**config.mk**
```make
export PLATFORM = sky130hd
export DESIGN_NAME = uart_tx_arbiter
export DESIGN_NICKNAME = d
export VERILOG_FILES = /design/src/rtl/uart_tx_arbiter.sv
export SDC_FILE = /design/constraint.sdc
export NUM_CORES = 1
export LEC_CHECK = 0
export ABC_AREA = 1
export CORE_MARGIN = 5
export CORE_UTILIZATION = 24
export DETAILED_ROUTE_END_ITERATION = 8
export RECOVER_POWER = 25
export SYNTH_ARGS = -nofsm -noshare
export SYNTH_HDL_FRONTEND = slang
export SYNTH_SLANG_ARGS = --single-unit
export TNS_END_PERCENT = 50
```
**constraint.sdc**
```tcl
create_clock -name clk -period 6.45 [get_ports clk]
set_input_delay 1.29 -clock clk [delete_from_list [all_inputs] [get_ports clk]]
set_output_delay 1.29 -clock clk [all_outputs]
set_load 0.1 [all_outputs]
```
**src/rtl/uart_tx_arbiter.sv**
```systemverilog
// rtl/uart_tx_arbiter.sv - round-robin arbiter sharing one UART transmitter among N byte sources (optional timeout: UART_ARB_TIMEOUT_EN)
module uart_tx_arbiter #(
    parameter int N       = 4,
    parameter int TIMEOUT = 4096
) (
    input  logic           clk,
    input  logic           rst,
    input  logic [N-1:0]   req,
    input  logic [8*N-1:0] req_data,
    output logic [N-1:0]   gnt,
    output logic [N-1:0]   ack,
    output logic           tx_wr_en,
    output logic [7:0]     tx_data,
    input  logic           tx_done,
    output logic           busy,
    output logic           err
);

    localparam int SW = (N > 1) ? $clog2(N) : 1;

    typedef enum logic [1:0] {
        S_IDLE,
        S_START,
        S_WAIT,
        S_DONE
    } state_t;

    state_t        state;
    state_t        state_nxt;
    logic [SW-1:0] last;
    logic [SW-1:0] sel;
    logic [SW-1:0] pick;
    logic [SW-1:0] cand;
    logic          pick_vld;
    logic          timeout_hit;

    // Search upward from last+1 with a modulo-N wrap (N need not be a power of two).
    always_comb begin
        pick     = '0;
        pick_vld = 1'b0;
        cand     = last;
        for (int k = 0; k < N; k++) begin
            cand = (cand == SW'(N - 1)) ? '0 : cand + 1'b1;
            if (!pick_vld && req[cand]) begin
                pick     = cand;
                pick_vld = 1'b1;
            end
        end
    end

    always_ff @(posedge clk or negedge rst) begin
        if (!rst) begin
            state <= S_IDLE;
        end else begin
            state <= state_nxt;
        end
    end

    // A tx_done seen during START belongs to the previous byte, so START never looks at it.
    always_comb begin
        state_nxt = state;
        case (state)
            S_IDLE:  if (pick_vld) state_nxt = S_START;
            S_START: state_nxt = S_WAIT;
            S_WAIT:  if (tx_done || timeout_hit) state_nxt = S_DONE;
            S_DONE:  state_nxt = S_IDLE;
            default: state_nxt = S_IDLE;
        endcase
    end

    always_ff @(posedge clk or negedge rst) begin
        if (!rst) begin
            last    <= SW'(N - 1);
            sel     <= '0;
            gnt     <= '0;
            tx_data <= 8'h00;
        end else begin
            case (state)
                S_IDLE: begin
                    if (pick_vld) begin
                        sel     <= pick;
                        gnt     <= {{(N-1){1'b0}}, 1'b1} << pick;
                        tx_data <= req_data[{pick, 3'b000} +: 8];
                    end
                end
                S_DONE: begin
                    last <= sel;
                    gnt  <= '0;
                end
                default: ;
            endcase
        end
    end

    // gnt is one-hot on sel throughout DONE, so it doubles as the ack vector.
    assign ack      = (state == S_DONE) ? gnt : '0;
    assign tx_wr_en = (state == S_START);
    assign busy     = (state != S_IDLE);

`ifdef UART_ARB_TIMEOUT_EN
    localparam int CW = $clog2(TIMEOUT + 1);

    logic [CW-1:0] wait_cnt;
    logic          to_flag;

    assign timeout_hit = (state == S_WAIT) && (wait_cnt == CW'(TIMEOUT - 1));

    // to_flag remembers that WAIT exited without tx_done; a simultaneous tx_done wins.
    always_ff @(posedge clk or negedge rst) begin
        if (!rst) begin
            wait_cnt <= '0;
            to_flag  <= 1'b0;
        end else begin
            if (state == S_START) begin
                wait_cnt <= '0;
            end else if (state == S_WAIT) begin
                wait_cnt <= wait_cnt + 1'b1;
            end
            to_flag <= timeout_hit && !tx_done;
        end
    end

    assign err = (state == S_DONE) && to_flag;
`else
    assign timeout_hit = 1'b0;
    assign err         = 1'b0;
`endif

endmodule

```
* After elaboration in Yosys (flattened, before gate mapping) *
Index checks and enable logic that the tools add are counted.
W data, S select, Z words.

word-level totals
  word-level logic and storage cells = 62
  bits of input ports = 39
  output and inout bits = 19
  register bits after elaboration = 18

operators by class
  add/subtract/negate cells = 4
  order comparisons = 4
  reduce and logical (&&, ||, !) cells = 12
  multiplexer cells = 26
  shift-type cells = 2
  equal/unequal tests = 9

operators with widths
  cell                   count
  $shiftx A32 B6 Y8      1
  $mux W2                10
  $eq A2 B2 Y1 const B   6
  $lt A2 B3 Y1 const B   4
  $add A2 B1 Y2 const B  4
  $bmux W1 S2            4
  $mux W1                8
  $mux W4                2
  $pmux W2 S4            1
  $pmux W4 S2            1
  $reduce_and A2 Y1      3
  $ne A2 B2 Y1 const B   2
  $reduce_bool A2 Y1     2
  $shl A1 B2 Y4 const A  1
  $logic_and A1 B1 Y1    3
  $logic_not A1 Y1       3
  $eq A2 B1 Y1 const B   1
  $logic_not A2 Y1       1

* Longest topological paths before layout *
Gate-level depths: netlist (run 1).

  depth in word-level cells = 17
  mapped depth = 18
  gate-level depth less buffers = 16

* Worst setup path after synthesis (run 1) *
No wires, ideal clock.

  kind = flip-flop to output port
  start point = register gnt[0]
  end point = output ack[0]
  data required time = 5.160 ns
  cell stages (with the launch flop) = 3
  path buffers = 0
  slack = 3.516 ns
  arrival time = 1.644 ns
  cell sequence = dfrtp_1 > nand2_1 > inv_1

between the ends
  longest elaborated chain between the ends = 1

RTL lines
  what                    RTL line  text
  start, declared         10        output logic [N-1:0] gnt,
  start signal, assigned  82        gnt <= {{(N-1){1'b0}}, 1'b1} << pick;
  $mux W4                 96        assign ack = (state == S_DONE) ? gnt : '0;
  end, declared           11        output logic [N-1:0] ack,

No other way between the ends.

* Worst setup path in the final report (run 1) *
  start point = register state[1]
  end point = output busy

between the ends
  longest elaborated chain between the ends = 1

RTL lines
  what                    RTL line  text
  start, declared         28        state_t state;
  start signal, assigned  55        state <= state_nxt;
  $reduce_bool A2 Y1      98        assign busy = (state != S_IDLE);
  end, declared           15        output logic busy,

No other way between the ends.

==> flow_metrics.py, run 1 <==
metrics = {
    "clock_network": {
        "htree_levels": 1,
        "clkSinkCount": 18,
        "clk_latency_ns": 0.25,
        "numCtsBuffers": 3,
        "cts_resized": 0,
        "root_buffer": "clkbuf_8",
        "clockBufferDepth": 2,
        "ctsHoldBuffers": 0,
        "clk_pin_slew_worst_paths_ns": 0.07,
        "cts_tree": "built",
        "postCtsSetupBuffers": 0,
    },
    "detailed_routing": {
        "viasPerCell": 4.26,
        "antenna_left": 0,
        "wl_per_cell_um": 11.0,
        "wl_um": 4210,
        "drt-initial-drc-count": 79,
        "via_count": 1632,
        "drc_errors": 0,
        "firstDrtPassIters": 4,
    },
    "sta": {
        "fmax_ghz": 0.285,
        "slew_viol_final": 0,
        "worst_pin_slew_ns": 0.998,
        "final.setup.tns_ns": 0,
        "fin_ws_ns": 2.94,
        "setup_viol_count_final": 0,
        "rsz0062_at_grt": "no",
        "whs_ns": 0.494,
        "finalCriticalPeriod_ns": 3.51,
        "hold_viol": 0,
        "fin_skew_ns": 0.000567,
        "fin_crit_sh": 0.544,
        "slew_headroom": 0.333,
    },
    "finish": {
        "final_cell_mix": "nand2_1, clkdlybuf4s50_1, inv_1, nand3_1, dfrtp_1",
        "final_area_mm2": 0.00223,
        "multi_input_area_um2": 868,
        "syn2layout_area_growth_pct": 41.5,
        "seq_area_um2": 453,
        "n_antenna_cell": 0,
        "nNetsFinal": 352,
        "layout-drive-gt1-share": 0.108,
        "n_fill_cell": 682,
        "final_common_cell": "nand2_1",
    },
    "die": {
        "core_mm2": 0.00635,
        "die_h_um": 91.0,
        "chipWidth_um": 91.0,
        "dieArea_mm2": 0.00828,
        "ios": 58,
        "rows": 29,
        "initial_core_util": 0.248,
    },
    "yosys": {
        "synth_top_area_share": 0.254,
        "synthesis.area_mm2": 0.00158,
        "seq_area_frac_synth": 0.288,
        "synth_nets": 298,
        "yosysTopAreaCell": "dfrtp_1",
        "ys_top_cells_by_area": "dfrtp_1, nand2_1, inv_1",
        "synth_cells": 253,
        "yosys_warnings": 0,
        "syn_avg_cell_area_um2": 6.23,
        "synth.distinct_cells": 26,
        "synth_seq_cells": 18,
    },
    "placed_design": {
        "port_buffers": 56,
        "placed_area_mm2": 0.00217,
        "pre_cts_slack_ns": 2.88,
        "gp_congestion": 0.878,
        "dpl.hpwl_um": 3340,
    },
    "critical_path": {
        "critical_path_arrival_ns": 2.22,
        "end_kind": "output port",
        "reg2regPathDepth": 13,
        "r2r_start": "last[0]",
        "worst-path-max-fanout": 4,
        "crit_path_start_kind": "flop",
        "criticalPathCategory": "flop to output port",
        "crit_end": "busy",
        "worst_ep_required_time_ns": 5.16,
        "crit-reg2reg-capture": "tx_data[2]",
        "ff2ff_setup_slack_ns": 3.62,
        "crit_start": "state[1]",
    },
    "grt": {
        "grt_pass1_wl_um": 7600,
        "antenna_found_initial": 0,
        "first_global_vias": 1675,
        "grt_max_degree": 19,
        "gr-total-overflow": 0,
        "grt_usage": 0.107,
    },
    "status": {
        "outcome": "finished, final reports clean",
    },
    "run": {
        "max_cap_violations": 0,
    },
    "worst_hold_path": {
        "hp-class": "flop to flop",
    },
}
## kinds of logic after synthesis
logic type / count (synthesis) / synth area share
AO/OA/AOI/OAI: 14 / 0.0500
AND/OR/NAND/NOR: 155 / 0.451
buffers and inverters: 59 / 0.161
flip-flops: 18 / 0.288
adder cells (fa/ha/maj): 6 / 0.0477
other: 1 / 0.00238
## worst min-delay path by stage
stage,from,endpoint,slack (ns),cells past startpoint
after floorplan,sel[0],last[0],0.46,2
after detailed placement,tx_data[7],tx_data[7],0.47,2
final,tx_data[7],tx_data[7],0.49,2
after global routing,tx_data[5],tx_data[5],0.51,2
after CTS,tx_data[7],tx_data[7],0.49,2
after global placement,tx_data[7],tx_data[7],0.47,2
## through the flow
stage / std cells / utilization
floorplan: 253 / -
global placement: 379 / 0.342
detailed placement: 379 / 0.342
CTS: 383 / 0.351
global route: 383 / 0.351
finish: 383 / 0.351
## worst max-delay path, cell delays in order (launching register included)
cell             delay, ns
dfrtp_1               0.39
inv_1                 0.10
ha_1                  0.23
inv_1                 0.10
clkdlybuf4s50_1       1.14
## cell usage after synthesis, drive strengths merged
cell type	number
dfrtp	16
nand4	5
dfstp	2
nand2	111
ha	6
a21boi	1
conb	1
buf	7
o22ai	2
inv	52
nor3	1
o21ai	9
nor2	7
a21oi	2
nand3	31
## final cells by class
| cell class | instances | share of cell area |
|---|---|---|
| multi-input combinational | 176 | 0.390 |
| tap | 77 | 0.0432 |
| clock buffer | 4 | 0.0247 |
| inverter | 52 | 0.0876 |
| sequential | 18 | 0.203 |
| timing repair buffer | 56 | 0.252 |
## routing by layer
layer	routed length [um]	GRT usage	vias up
met5	0	0	-
met4	17	0.0134	0
met3	286	0.0380	2
met2	1790	0.172	42
met1	2120	0.141	721
li1	-	-	867
## registers in the layout (all words and copies together), names as in the netlist
register,count
state,2
last,2
tx_data,8
gnt,4
sel,2
Power of run 1 is left out: the tool's default activity adds up to more than one toggle a clock period on the data nets, which glitch-free logic cannot reach.
==> inputs of run 2 (changes only) <==
Clock period 6.45 ns to 2.9 ns, I/O delays scaled along.
==> run 2 against run 1 <==
  * Sequential share of layout area is 0.35 points higher
  * Via count is 2.3% lower
  * Largest cell class unchanged
  * Cell area is 1.7% lower
  * Wire length is 0.19% lower
  * Cell count is 0.26% higher
  * Global-route usage is 0.28 points lower
==> flow_metrics.py, run 2 (synthesized netlist as in run 1, its figures left out) <==
metrics = {
    "detailed_routing": {
        "drt-initial-drc-count": 49,
        "drc_errors": 0,
        "wl_per_cell_um": 10.9,
        "via_count": 1594,
        "wl_um": 4200,
        "viasPerCell": 4.15,
        "antenna_left": 0,
        "firstDrtPassIters": 4,
    },
    "clock_network": {
        "cts_tree": "built",
        "clk_latency_ns": 0.26,
        "clkSinkCount": 18,
        "clk_pin_slew_worst_paths_ns": 0.07,
        "ctsHoldBuffers": 0,
        "cts_resized": 0,
        "clockBufferDepth": 2,
        "numCtsBuffers": 3,
        "postCtsSetupBuffers": 0,
        "htree_levels": 1,
        "root_buffer": "clkbuf_8",
    },
    "grt": {
        "first_global_vias": 1638,
        "antenna_found_initial": 0,
        "grt_pass1_wl_um": 7420,
        "grt_usage": 0.104,
        "grt_max_degree": 19,
        "gr-total-overflow": 0,
    },
    "critical_path": {
        "critical_path_arrival_ns": 2.67,
        "worst_ep_required_time_ns": 3.04,
        "crit-reg2reg-capture": "tx_data[1]",
        "criticalPathCategory": "flop to flop",
        "reg2regPathDepth": 14,
        "worst-path-max-fanout": 18,
        "r2r_start": "last[0]",
        "end_kind": "flop",
        "ff2ff_setup_slack_ns": 0.37,
        "crit_path_start_kind": "flop",
    },
    "sta": {
        "setup_viol_count_final": 0,
        "worst_pin_slew_ns": 0.794,
        "fmax_ghz": 0.394,
        "finalCriticalPeriod_ns": 2.53,
        "final.setup.tns_ns": 0,
        "slew_viol_final": 0,
        "slew_headroom": 0.469,
        "fin_crit_sh": 0.874,
        "hold_viol": 0,
        "fin_skew_ns": 0.00638,
        "rsz0062_at_grt": "no",
    },
    "worst_hold_path": {
        "hp-class": "flop to flop",
        "min_path_cells": 2,
        "hold_start": "tx_data[7]",
        "whs_endpoint": "tx_data[7]",
    },
    "finish": {
        "final_cell_mix": "nand2_1, inv_1, clkdlybuf4s50_1, nand3_1, buf_4",
        "syn2layout_area_growth_pct": 39.1,
        "final_common_cell": "nand2_1",
        "biggestRegsByFlops": "tx_data (8), gnt (4)",
        "layout-drive-gt1-share": 0.169,
        "largest_reg_flops": 8,
        "n_antenna_cell": 0,
        "nNetsFinal": 353,
        "regMostFlops": "tx_data",
        "final_util": 0.345,
    },
    "placed_design": {
        "dpl.hpwl_um": 3340,
        "port_buffers": 56,
        "gp_congestion": 0.754,
    },
    "die": {
        "ios": 58,
        "initial_core_util": 0.248,
        "core_mm2": 0.00635,
        "die_h_um": 91.0,
        "chipWidth_um": 91.0,
        "rows": 29,
        "dieArea_mm2": 0.00828,
    },
    "run": {
        "max_cap_violations": 0,
    },
    "status": {
        "outcome": "finished, final reports clean",
    },
}
[run 2: through the flow]
| stage | hold WS (ns) | cells | setup slack [ns] | cell area, um2 |
|---|---|---|---|---|
| global placement | 0.465 | 380 | 0.439 | 2140 |
| finish | 0.484 | 384 | 0.365 | 2190 |
| floorplan | 0.284 | 253 | 0.676 | 1580 |
| global route | 0.519 | 384 | 0.0439 | 2190 |
| CTS | 0.487 | 384 | 0.352 | 2190 |
| detailed placement | 0.471 | 380 | 0.359 | 2140 |
[run 2: layer usage]
layer,global-route usage,up-vias,routed length (um)
li1,-,869,-
met1,0.142,678,2090
met2,0.169,43,1880
met3,0.0223,4,207
met4,0.0220,0,31
met5,0,-,0
[run 2: layout make-up]
| class | instances | area [um2] |
|---|---|---|
| inverters | 52 | 195 |
| well taps | 77 | 96.3 |
| repair buffers | 57 | 523 |
| multi-input cells | 176 | 868 |
| fillers | 670 | 4160 |
| clock buffers | 4 | 55.1 |
| flip-flops and latches | 18 | 453 |
[run 2: worst max-delay path by stage]
| stage | start | to | slack [ns] | cells past startpoint |
|---|---|---|---|---|
| 3_3_place_gp | req[3] | tx_data[1] | 0.44 | 12 |
| 6_report | last[0] | tx_data[1] | 0.37 | 14 |
| 3_5_place_dp | req[2] | tx_data[1] | 0.36 | 12 |
| 4_1_cts | last[0] | tx_data[1] | 0.35 | 14 |
| 5_1_grt | last[0] | tx_data[1] | 0.04 | 14 |
| 2_1_floorplan | gnt[0] | ack[0] | 0.68 | 2 |
[run 2: worst max-delay path: stages (launching register included)]
cell and delay (ns):
dfstp_2 0.58, ha_1 0.25, inv_2 0.05, nand2_2 0.21, nand2_1 0.08, nand2_1 0.13
nand2_1 0.08, nand2_2 0.09, nand4_2 0.28, nand2_4 0.30, inv_2 0.12, nand2_1 0.08
nand2_1 0.05, nand2_1 0.05, nand3_1 0.06
Power of run 2 is left out for the same reason.
